**src/rtl/gene_cycle_detector.sv**
```systemverilog
// Attractor detector: watches a stream of network states and locks onto the
// shortest repeating cycle (period 1..DEPTH), tracking it until the trajectory leaves.
module gene_cycle_detector #(
  parameter int WIDTH = 8,
  parameter int DEPTH = 8,
  parameter int CNT_W = 16,
  localparam int PW = $clog2(DEPTH + 1)
) (
  input  logic             clk,
  input  logic             rst_n,
  input  logic             clear,
  input  logic             x_valid,
  input  logic [WIDTH-1:0] x,
  output logic             flag,
  output logic [PW-1:0]    period,
  output logic [CNT_W-1:0] transient,
  output logic [CNT_W-1:0] steps,
  output logic             broke
);

  typedef enum logic {SEARCH, LOCKED} state_t;

  state_t           state_q, state_d;
  logic [PW-1:0]    fill;
  logic [WIDTH-1:0] hist [1:DEPTH];

  logic             accept_p0;
  logic             match_any;
  logic [PW-1:0]    match_k;
  logic             lock_eq;

  logic             flag_d;
  logic [PW-1:0]    period_d;
  logic [CNT_W-1:0] transient_d;
  logic             broke_d;

  function automatic logic [CNT_W-1:0] sat_inc_cnt(input logic [CNT_W-1:0] v);
    return (v == '1) ? v : v + CNT_W'(1);
  endfunction

  function automatic logic [PW-1:0] sat_inc_fill(input logic [PW-1:0] v);
    return (v == PW'(DEPTH)) ? v : v + PW'(1);
  endfunction

  // A lock taken after the step counter has saturated cannot report a true index.
  function automatic logic [CNT_W-1:0] lock_index(input logic [CNT_W-1:0] idx,
                                                  input logic [PW-1:0]    k);
    return (idx == '1) ? '1 : idx - CNT_W'(k);
  endfunction

  assign accept_p0 = x_valid && !clear;

  // Parallel compare against the pre-shift history; downward scan keeps the lowest k.
  always_comb begin
    match_any = 1'b0;
    match_k   = '0;
    lock_eq   = 1'b0;
    for (int k = DEPTH; k >= 1; k--) begin
      if (PW'(k) <= fill && x == hist[k]) begin
        match_any = 1'b1;
        match_k   = PW'(k);
      end
    end
    for (int k = 1; k <= DEPTH; k++) begin
      if (PW'(k) == period && x == hist[k]) lock_eq = 1'b1;
    end
  end

  always_comb begin
    state_d     = state_q;
    flag_d      = flag;
    period_d    = period;
    transient_d = transient;
    broke_d     = 1'b0;
    if (clear) begin
      state_d     = SEARCH;
      flag_d      = 1'b0;
      period_d    = '0;
      transient_d = '0;
    end else if (x_valid) begin
      case (state_q)
        SEARCH: begin
          if (match_any) begin
            state_d     = LOCKED;
            flag_d      = 1'b1;
            period_d    = match_k;
            transient_d = lock_index(steps, match_k);
          end
        end
        LOCKED: begin
          // A breaking sample never relocks in the same cycle.
          if (!lock_eq) begin
            state_d  = SEARCH;
            flag_d   = 1'b0;
            period_d = '0;
            broke_d  = 1'b1;
          end
        end
        default: state_d = SEARCH;
      endcase
    end
  end

  // Stage p0 -> registered outputs
  always_ff @(posedge clk or negedge rst_n) begin
    if (!rst_n) begin
      state_q   <= SEARCH;
      fill      <= '0;
      steps     <= '0;
      flag      <= 1'b0;
      period    <= '0;
      transient <= '0;
      broke     <= 1'b0;
    end else begin
      state_q   <= state_d;
      flag      <= flag_d;
      period    <= period_d;
      transient <= transient_d;
      broke     <= broke_d;
      if (clear) begin
        fill  <= '0;
        steps <= '0;
      end else if (x_valid) begin
        fill  <= sat_inc_fill(fill);
        steps <= sat_inc_cnt(steps);
      end
    end
  end

  // History contents are gated by fill, so they carry no reset.
  always_ff @(posedge clk) begin
    if (accept_p0) begin
      hist[1] <= x;
      for (int k = 2; k <= DEPTH; k++) hist[k] <= hist[k-1];
    end
  end

endmodule

```
**config.mk**
```make
export PLATFORM = sky130hd
export DESIGN_NAME = gene_cycle_detector
export DESIGN_NICKNAME = d
export VERILOG_FILES = /design/src/rtl/gene_cycle_detector.sv
export SDC_FILE = /design/constraint.sdc
export NUM_CORES = 1
export LEC_CHECK = 0
export ABC_AREA = 1
export BUFFER_PORTS_ARGS = -buffer_cell sky130_fd_sc_hd__buf_4
export CORE_ASPECT_RATIO = 1.4
export CORE_MARGIN = 4
export CORE_UTILIZATION = 30
export CTS_BUF_LIST = sky130_fd_sc_hd__clkbuf_8
export DETAILED_ROUTE_END_ITERATION = 8
export GPL_TIMING_DRIVEN = 0
export PLACE_DENSITY = 0.44
export SLEW_MARGIN = 20
export SYNTH_ARGS = -nofsm -noshare
export SYNTH_HDL_FRONTEND = slang
export SYNTH_SLANG_ARGS = --single-unit
```
**constraint.sdc**
```tcl
create_clock -name clk -period 5.7 [get_ports clk]
set_input_delay 0.285 -clock clk [delete_from_list [all_inputs] [get_ports clk]]
set_output_delay 0.285 -clock clk [all_outputs]
set_load 0.02 [all_outputs]
```
==> results.json, run 1 <==
{
  "pre_cts_ws_ns": 2.13,
  "required_ns": 5.99,
  "drcViolationCount": 0,
  "finalWirelength_mm": 12.8,
  "dp_cells": 881,
  "tightest_slew_ns": 0.655,
  "p_int_mw": 1.17,
  "placed_cell_area_sq_mm": 0.00634,
  "synthCells": 590,
  "yosysWarnings": 0,
  "drv_cap": 0,
  "crit_chain": "inv_1, ha_1, nor2_1, o21ai_0, nand3_1, nand2_1, nand2_1, nand2_1, nand2_1, nand2_1, nand2_1, ha_1, inv_1, fa_1, nand2_1, a21boi_0, nor2_1, nand2_1, nor2_1, nand2_1, o21ai_0, nand2_1, nand2_1, o21ai_2",
  "vias": 4083,
  "cts_buffer_depth": 2,
  "critPathBufInv": 2,
  "ff_latch_area_sq_mm": 0.00300,
  "fin_area_sq_mm": 0.00654,
  "yosysMostFrequentCell": "nand2_1",
  "yosysSeqAreaShare": 0.534,
  "top_layer": "met4",
  "wl_met2_mm": 6.93,
  "grt_pass1_vias": 4179,
  "ctsHoldBuffers": 1,
  "synth.avg_cell_area_sq_um": 9.51,
  "firstDrtPassIters": 4,
  "hold_path_class": "in2reg",
  "p_leak_nw": 2.79,
  "die_y_um": 170,
  "wl_met1_mm": 5.11,
  "power.share.switching": 0.284,
  "fin_crit_ns": 3.40,
  "synth_edf_count": 64,
  "status": "finished clean",
  "rsz0062_at_grt": "false",
  "synth_area_leaders": "edfxtp_1 (34%), dfrtp_1 (19%), nand2_1 (9.5%), xnor2_1 (8.7%), inv_1 (3.7%)",
  "fp.dieArea_sq_mm": 0.0210,
  "dp_hpwl_mm": 9.97,
  "crit_arrival_ns": 3.69,
  "finalHoldViolCount": 0,
  "synth_area_sq_mm": 0.00561,
  "multi_input_comb_area_sq_mm": 0.00225,
  "vdd_ir_drop_max_v": 0.000116,
  "drtAntennaViolNets": 0,
  "ctsRootBufferMaster": "clkbuf_8",
  "startpoint_type": "flip-flop",
  "syn-num-nets": 611,
  "vias_per_cell": 4.55,
  "yosysTopAreaCell": "edfxtp_1",
  "overflow": 0,
  "synth-async-reset-ratio": 0.402,
  "drive_above_1_share": 0.167,
  "finalWorstSetupSlack_ns": 2.30,
  "clk_pin_slew_worst_paths_ns": 0.11,
  "post_cts_resized": 0,
  "ys_top_cells_by_count": "nand2_1 (142), edfxtp_1 (64), xnor2_1 (56)",
  "slowest_delay_ns": 0.42,
  "finalClockSkew_ns": 0.0169,
  "setup_violations": 0,
  "coreArea_sq_mm": 0.0182,
  "grt_max_degree": 44,
  "nets": 674,
  "max_freq_ghz": 0.294,
  "grt_pass1_wl_mm": 20.7,
  "finalPower_mw": 1.63,
  "die_w_um": 124,
  "clock_sinks": 107,
  "cts_buffers": 9,
  "fin_tns_setup_ns": 0,
  "crit_path_top_delay_cell": "dfrtp_1",
  "fin_crit_sh": 0.597,
  "cp_top_family": "simple AND/OR/NAND/NOR gates",
  "p_clk_frac": 0.298,
  "switchingPower_mw": 0.464,
  "synth_top_area_share": 0.342,
  "p_seq_frac": 0.544,
  "stdcell_count": 897,
  "ys.flop_type": "edfxtp_1",
  "ys_types": 39,
  "htree_levels": 3,
  "power_density_mw_per_mm2": 250,
  "rows": 58,
  "routabilityCongestion": 0.802,
  "io_buffers": 49,
  "design.portCount": 50,
  "n_antenna_cell": 0,
  "wl_met3_um": 471,
  "max_slew_margin": 0.562,
  "share_comb_of_total_power": 0.159,
  "track_usage": 0.128,
  "drtIter0Drc": 241,
  "fillCellCount": 1906,
  "routedWlPerCell_um": 14.3,
  "antenna_found_initial": 0,
  "end_kind": "flip-flop",
  "syn_to_final_growth_pct": 16.5,
  "crit_fanout": 4,
  "cts_tree": "yes",
  "slew_violations": 0,
  "crit_type": "reg2reg",
  "cpMostUsedCell": "nand2_1",
  "post_cts_buffers": 0,
  "ys_ff_latch": 107,
  "initial_core_util": 0.308,
  "worstSkewPairLatency_ns": 0.39
}
## flip-flops by register name, indices dropped and copies added, names as in the netlist
signal,flops
steps,16
state_q,1
fill,4
hist,64
period,4
flag,1
broke,1
transient,16
## layout by cell type, fill, tap and decap left out, drive strengths merged, types with 11 or more instances in the layout
cell    synthesis  final
a21oi          15     15
buf            14     65
clkbuf          2     11
dfrtp          43     43
edfxtp         64     64
inv            59     62
nand2         154    154
nand3          33     33
nor2           60     60
nor3           12     12
o21ai          34     34
xnor2          56     56
xor2           12     12
## cell families (layout without fill, tap and decap cells)
group,count (synthesis),in the layout,synth area share
AO/OA/AOI/OAI,58,58,0.0609
XOR/XNOR,68,68,0.106
adder cells (fa/ha/maj),9,9,0.0214
buffers and inverters,75,142,0.0660
flip-flops,107,107,0.534
AND/OR/NAND/NOR,273,273,0.212
## power by group through the flow
stage | registers (mW) | logic [mW] | clock network (mW)
3_3_place_gp | 0.908 | 0.258 | 0
6_report | 0.889 | 0.259 | 0.486
2_1_floorplan | 0.921 | 0.153 | 0
4_1_cts | 0.890 | 0.266 | 0.513
3_5_place_dp | 0.907 | 0.265 | 0
5_1_grt | 0.894 | 0.290 | 0.537
## final timing paths
path	slack (ns)	startpoint	to	cells past startpoint
min in group asynchronous	0.44	rst_n	transient[5]	2
max in group asynchronous	4.86	rst_n	fill[2]	2
setup / recovery	2.30	fill[0]	transient[12]	24
hold / removal	0.08	x[4]	hist[0][12]	1
setup reg to reg	2.30	fill[0]	transient[12]	24
hold reg to reg	0.47	hist[0][54]	hist[0][62]	0
## routing by layer
metal / GRT usage / vias to the layer above
met4: 0.0602 / 0
met1: 0.138 / 1948
met2: 0.238 / 72
met3: 0.0226 / 15
met5: 0 / -
li1: - / 2048
## layout make-up
cell class                 count  area share
inverter                      59      0.0339
tap                          240      0.0459
clock inverter                 6      0.0109
buffer                        16      0.0228
timing repair buffer          52      0.0650
clock buffer                   9      0.0189
multi-input combinational    408       0.344
sequential                   107       0.458
## per-stage QoR
stage | hold slack, ns | utilization
CTS | 0.0534 | 0.359
global placement | 0.328 | 0.345
floorplan | -0.0106 | -
finish | 0.0820 | 0.359
global route | 0.0539 | 0.359
detailed placement | 0.338 | 0.348
(Power assumes the default switching activity.)
==> run 2, diff against run 1 <==
Settings changed: ABC_AREA 1 to 0, PLACE_DENSITY 0.44 to 0.46.
Clock period 5.7 ns to 2.8 ns, I/O delays scaled along.
==> run 2 against run 1 <==
Against the previous run:
- the flow now finishes with violations (negative setup slack)
- sequential power grew 98%
- final area up 5.1%
- sequential cell count is the same
- count of clock-buffer cells in the layout unchanged
- critical endpoint is now transient[10]
- routed wire length decreased by 0.73%
==> results.json, run 2 <==
{
  "max_slew_margin": 0.567,
  "track_usage": 0.131,
  "io_buffers": 48,
  "firstDrtPassIters": 4,
  "crit_fanout": 5,
  "fin_area_sq_mm": 0.00688,
  "fin_crit_sh": 1.26,
  "initial_core_util": 0.305,
  "synth_edf_count": 64,
  "ys.flop_type": "edfxtp_1",
  "rows": 57,
  "synth_area_leaders": "edfxtp_1 (36%), dfrtp_1 (20%), xnor2_1 (7.6%), xor2_1 (7.6%), nor2_1 (2.1%)",
  "slew_violations": 0,
  "slowest_delay_ns": 0.49,
  "synth.avg_cell_area_sq_um": 12.3,
  "grt_pass1_vias": 3823,
  "power_density_mw_per_mm2": 440,
  "ys_ff_latch": 107,
  "max_freq_ghz": 0.284,
  "largest_reg_flops": 64,
  "final_common_cell": "buf_4",
  "coreArea_sq_mm": 0.0174,
  "vias_per_cell": 4.75,
  "r2r-end": "transient[10]",
  "cp_num_cells": 17,
  "p_leak_nw": 2.65,
  "crit_chain": "ha_4, or2_4, a21oi_4, nor3_4, o32ai_2, a21oi_2, o21ai_2, ha_2, inv_2, fa_2, a21o_1, a21oi_2, nand2b_1, nor3_4, nand3b_1, xnor2_1, a22o_1",
  "finalClockSkew_ns": 0.0192,
  "setup_violations": 14,
  "placed_cell_area_sq_mm": 0.00613,
  "drive_above_1_share": 0.325,
  "largest-register": "hist",
  "synth-async-reset-ratio": 0.402,
  "clock_sinks": 107,
  "synthCells": 432,
  "drtIter0Drc": 200,
  "tightest_slew_ns": 0.646,
  "r2r_cells": 17,
  "ys_top_cells_by_count": "edfxtp_1 (64), xnor2_1 (46), xor2_1 (46)",
  "fp.dieArea_sq_mm": 0.0199,
  "finalWorstSetupSlack_ns": -0.721,
  "reg2reg_from": "fill[1]",
  "final_cell_mix": "buf_4 (76), edfxtp_1 (64), xor2_1 (46), dfrtp_1 (41), xnor2_1 (40)",
  "grt_max_degree": 44,
  "antenna_found_initial": 0,
  "largestRegisters": "hist (64), steps (16), transient (16)",
  "fin_crit_ns": 3.52,
  "crit_end": "transient[10]",
  "crit_start": "fill[1]",
  "reg2reg_slack_ns": -0.72,
  "synth_area_sq_mm": 0.00531,
  "n_antenna_cell": 0,
  "nets": 543,
  "design.portCount": 50,
  "startpoint_type": "flip-flop",
  "synth_top_area_share": 0.362,
  "critPathBufInv": 1,
  "clk_pin_slew_worst_paths_ns": 0.12,
  "vias": 3621,
  "hold_path_class": "in2reg",
  "grt_pass1_wl_mm": 20.2,
  "yosysTopAreaCell": "edfxtp_1",
  "cp_top_family": "compound AO/OA/AOI/OAI gates",
  "status": "complete, but fails checks",
  "routedWlPerCell_um": 16.7,
  "die_y_um": 165,
  "yosysMostFrequentCell": "edfxtp_1",
  "ctsRootBufferMaster": "clkbuf_8",
  "drcViolationCount": 0,
  "dp_hpwl_mm": 9.18,
  "finalHoldViolCount": 0,
  "ys_types": 54,
  "end_kind": "flip-flop",
  "crit_path_top_delay_cell": "dfrtp_2",
  "yosysWarnings": 0,
  "die_w_um": 120,
  "syn_to_final_growth_pct": 29.6,
  "crit_type": "reg2reg",
  "violations": "negative setup slack",
  "cts_buffers": 9,
  "rsz0062_at_grt": "true",
  "finalWirelength_mm": 12.7,
  "worstSkewPairLatency_ns": 0.39,
  "cts_buffer_depth": 2,
  "crit_arrival_ns": 3.80,
  "drtAntennaViolNets": 0,
  "drv_cap": 0,
  "cts_tree": "yes",
  "finish.utilization": 0.395,
  "yosysSeqAreaShare": 0.565,
  "vdd_ir_drop_max_v": 0.000282,
  "routabilityCongestion": 0.784,
  "overflow": 0,
  "syn-num-nets": 453,
  "required_ns": 3.08,
  "htree_levels": 3
}
## run 2: repair_timing
item                                    4_1_cts  5_1_grt
resized for setup                            29       29
setup buffers                                12       11
pin swaps                                    12       22
endpoints found under the hold margin        51        0
hold buffers                                  9        0
endpoints found under the setup margin       15       21
## run 2: per-stage QoR
stage / setup WS, ns / instances / hold slack, ns / setup TNS, ns / total power [mW]
floorplan: -0.521 / 432 / -0.156 / -3.02 / 1.96
global placement: -1.29 / 716 / 0.178 / -13.88 / 2.05
detailed placement: -1.30 / 718 / 0.181 / -13.02 / 2.07
CTS: -0.719 / 754 / 0.164 / -6.91 / 3.05
global route: -0.892 / 762 / 0.179 / -9.19 / 3.17
finish: -0.721 / 762 / 0.183 / -7.30 / 3.02
## run 2: final cells by class
cell class                 count  area [sq um]
sequential                   107          3000
clock inverter                 6          60.1
fill                        1714         10500
multi-input combinational    290          2540
inverter                      14          52.6
tap                          236           295
clock buffer                   9           124
timing repair buffer          81           671
buffer                        19           131
## run 2: routing by layer
layer | track usage | up-vias | share of wire
met5 | 0 | - | 0
met4 | 0.0634 | 0 | 0.023
met2 | 0.246 | 78 | 0.55
met3 | 0.0191 | 20 | 0.034
met1 | 0.144 | 1791 | 0.39
li1 | - | 1732 | -
## run 2: worst min-delay path by stage
stage | from | endpoint | slack [ns] | cells past startpoint
finish | clear | hist[0][67] | 0.18 | 2
global route | clear | hist[0][67] | 0.18 | 2
CTS | clear | hist[0][64] | 0.16 | 2
detailed placement | rst_n | steps[11] | 0.18 | 1
global placement | rst_n | steps[11] | 0.18 | 1
floorplan | rst_n | broke | -0.16 | 0
## run 2: power by group
group	switching [mW]	leakage, nW	internal [mW]
sequential	0.0357	1.20	1.72
clock	0.591	0.0870	0.339
combinational	0.187	1.37	0.150
## run 2: cell families after synthesis
logic type | count (synthesis) | share of synthesized area
buffers and inverters | 35 | 0.0356
adder cells (fa/ha/maj) | 9 | 0.0226
AO/OA/AOI/OAI | 56 | 0.0903
XOR/XNOR | 92 | 0.152
flip-flops | 107 | 0.565
AND/OR/NAND/NOR | 133 | 0.135
==> run 3, diff against run 2 <==
Settings changed: CELL_PAD_IN_SITES_DETAIL_PLACEMENT set to 0, CELL_PAD_IN_SITES_GLOBAL_PLACEMENT set to 1, PLACE_DENSITY 0.46 to 0.54.
==> run 3 against run 2 <==
Against the previous run:
- the run still ends with negative setup slack left
- sequential cell count unchanged
- via count shrank 1.7%
- utilization is 0.83 points lower
- hold slack worse by 0.0021 ns
- register-to-register slack worse by 0.07 ns
- final area decreased by 2.1%
- highest routed layer unchanged
- largest power group unchanged
- clock power fell by 0.4%
- largest cell class unchanged
- total power is 0.81% lower
- cell count is 0.66% lower
- routed wire length down 1.8%
- clock skew about the same
==> results.json, run 3 (same netlist as run 2, synthesis figures left out) <==
{
  "status": "complete, but fails checks",
  "violations": "negative setup slack",
  "cts_buffer_depth": 2,
  "p_leak_nw": 2.60,
  "placed_cell_area_sq_mm": 0.00613,
  "r2r_cells": 16,
  "htree_levels": 3,
  "slew_violations": 0,
  "crit_fanout": 6,
  "ff_latch_area_sq_mm": 0.00300,
  "dp_hpwl_mm": 9.34,
  "overflow": 0,
  "cp_top_family": "simple AND/OR/NAND/NOR gates",
  "power_density_mw_per_mm2": 446,
  "fin_crit_ns": 3.59,
  "multi_input_comb_area_sq_mm": 0.00243,
  "wl_met1_mm": 4.88,
  "drive_above_1_share": 0.301,
  "grt_max_degree": 44,
  "fin_area_sq_mm": 0.00673,
  "reg2reg_from": "fill[1]",
  "dp_cells": 718,
  "routabilityCongestion": 0.780,
  "vias": 3559,
  "vdd_ir_drop_max_v": 0.000288,
  "final_common_cell": "buf_4",
  "rsz0062_at_grt": "true",
  "rows": 57,
  "crit_path_top_delay_cell": "dfrtp_2",
  "fin_tns_setup_ns": -7.60,
  "largest_reg_flops": 64,
  "startpoint_type": "flip-flop",
  "p_int_mw": 2.20,
  "io_buffers": 48,
  "die_w_um": 120,
  "finish.utilization": 0.387,
  "setup_violations": 14,
  "critPathBufInv": 1,
  "syn_to_final_growth_pct": 26.8,
  "clock_sinks": 107,
  "routedWlPerCell_um": 16.5,
  "worstSkewPairLatency_ns": 0.39,
  "drtIter0Drc": 121,
  "wl_met3_um": 401,
  "fp.dieArea_sq_mm": 0.0199,
  "cts_tree": "yes",
  "max_freq_ghz": 0.279,
  "power.share.switching": 0.266,
  "crit_chain": "ha_4, or2_4, buf_4, nor3_2, nor3_2, or2_4, nand2b_1, nand2b_2, ha_4, a21o_1, a21oi_2, nand2b_1, nor3_4, nand3b_1, xnor2_1, a22o_1",
  "slowest_delay_ns": 0.49,
  "grt_pass1_wl_mm": 19.9,
  "cts_buffers": 9,
  "end_kind": "flip-flop",
  "crit_arrival_ns": 3.87,
  "drv_cap": 0,
  "p_clk_frac": 0.309,
  "initial_core_util": 0.305,
  "reg2reg_slack_ns": -0.79,
  "crit_type": "reg2reg",
  "r2r-end": "transient[10]",
  "share_comb_of_total_power": 0.105,
  "wl_met2_mm": 6.91,
  "antenna_found_initial": 0,
  "finalWirelength_mm": 12.5,
  "max_slew_margin": 0.575,
  "largestRegisters": "hist (64), steps (16), transient (16)",
  "design.portCount": 50,
  "p_seq_frac": 0.586,
  "vias_per_cell": 4.70,
  "required_ns": 3.08,
  "tightest_slew_ns": 0.633,
  "nets": 538,
  "drtAntennaViolNets": 0,
  "finalClockSkew_ns": 0.0192,
  "hold_path_class": "in2reg",
  "ctsRootBufferMaster": "clkbuf_8",
  "min_path_cells": 2,
  "stdcell_count": 757,
  "drcViolationCount": 0,
  "firstDrtPassIters": 4,
  "clk_pin_slew_worst_paths_ns": 0.11,
  "coreArea_sq_mm": 0.0174,
  "grt_pass1_vias": 3747,
  "top_layer": "met4",
  "n_antenna_cell": 0,
  "track_usage": 0.131,
  "fin_crit_sh": 1.28,
  "finalHoldViolCount": 0,
  "switchingPower_mw": 0.798,
  "largest-register": "hist",
  "pre_cts_ws_ns": -1.26,
  "min_from": "clear",
  "final_cell_mix": "buf_4 (72), edfxtp_1 (64), xor2_1 (46), xnor2_1 (42), dfrtp_1 (40)",
  "fillCellCount": 1765,
  "die_y_um": 165,
  "finalWorstSetupSlack_ns": -0.787,
  "hold_end": "hist[0][67]"
}
run 3: cell count changes in the layout (fill, tap and decap cells not counted), moves of 2 or more:
cell      change
buf_4         -4
nor4_2        +2
nor4_4        -2
nor3_4        -2
xnor2_2       -2
nand2b_4      -3
nor3_1        +2
nand2b_1      +2
xnor2_1       +2
run 3: worst max path at each step:
stage / start / to / slack (ns) / cells after the start
after CTS: hist[0][63] / transient[10] / -0.80 / 16
after global placement: x[5] / transient[10] / -1.28 / 17
final: fill[1] / transient[10] / -0.79 / 16
after global routing: fill[0] / transient[10] / -0.97 / 18
after floorplan: fill[0] / transient[10] / -0.52 / 18
after detailed placement: x[5] / transient[10] / -1.26 / 17
run 3: per-stage QoR:
step	power (mW)	hold WS, ns
floorplan	1.96	-0.156
global placement	2.06	0.178
detailed placement	2.07	0.179
CTS	3.06	0.153
global route	3.16	0.167
finish	3.00	0.181
run 3: routing by layer:
layer  vias to the layer above  track usage
met3                        17       0.0198
met5                         -            0
met2                        73        0.255
met4                         0       0.0608
li1                       1714            -
met1                      1755        0.137
run 3: final cells by class:
| cell class | count | share of cell area |
|---|---|---|
| inverter | 14 | 0.00781 |
| timing repair buffer | 76 | 0.0935 |
| buffer | 19 | 0.0195 |
| tap | 236 | 0.0439 |
| multi-input combinational | 290 | 0.362 |
| clock inverter | 6 | 0.00911 |
| clock buffer | 9 | 0.0184 |
| sequential | 107 | 0.446 |
run 3: power groups by stage:
stage / Sequential (mW) / Clock (mW) / Combinational [mW]
2_1_floorplan: 1.78 / 0 / 0.179
3_3_place_gp: 1.79 / 0 / 0.267
3_5_place_dp: 1.79 / 0 / 0.277
4_1_cts: 1.76 / 0.980 / 0.318
5_1_grt: 1.76 / 1.05 / 0.349
6_report: 1.76 / 0.926 / 0.316
run 3: what timing repair did:
item                                    4_1_cts  5_1_grt
resized for setup                            31        8
endpoints found under the setup margin       15       23
pin swaps                                    13        9
hold buffers                                  9        0
hold endpoints to repair                     51        0
setup buffers                                12        6
run 3: worst register-to-register path, stage by stage, from the launching register on:
cell and delay [ns]:
dfrtp_2 0.49, ha_4 0.20, or2_4 0.25, buf_4 0.14, nor3_2 0.20, nor3_2 0.11
or2_4 0.25, nand2b_1 0.17, nand2b_2 0.23, ha_4 0.25, a21o_1 0.19, a21oi_2 0.13
nand2b_1 0.13, nor3_4 0.26, nand3b_1 0.15, xnor2_1 0.15, a22o_1 0.20
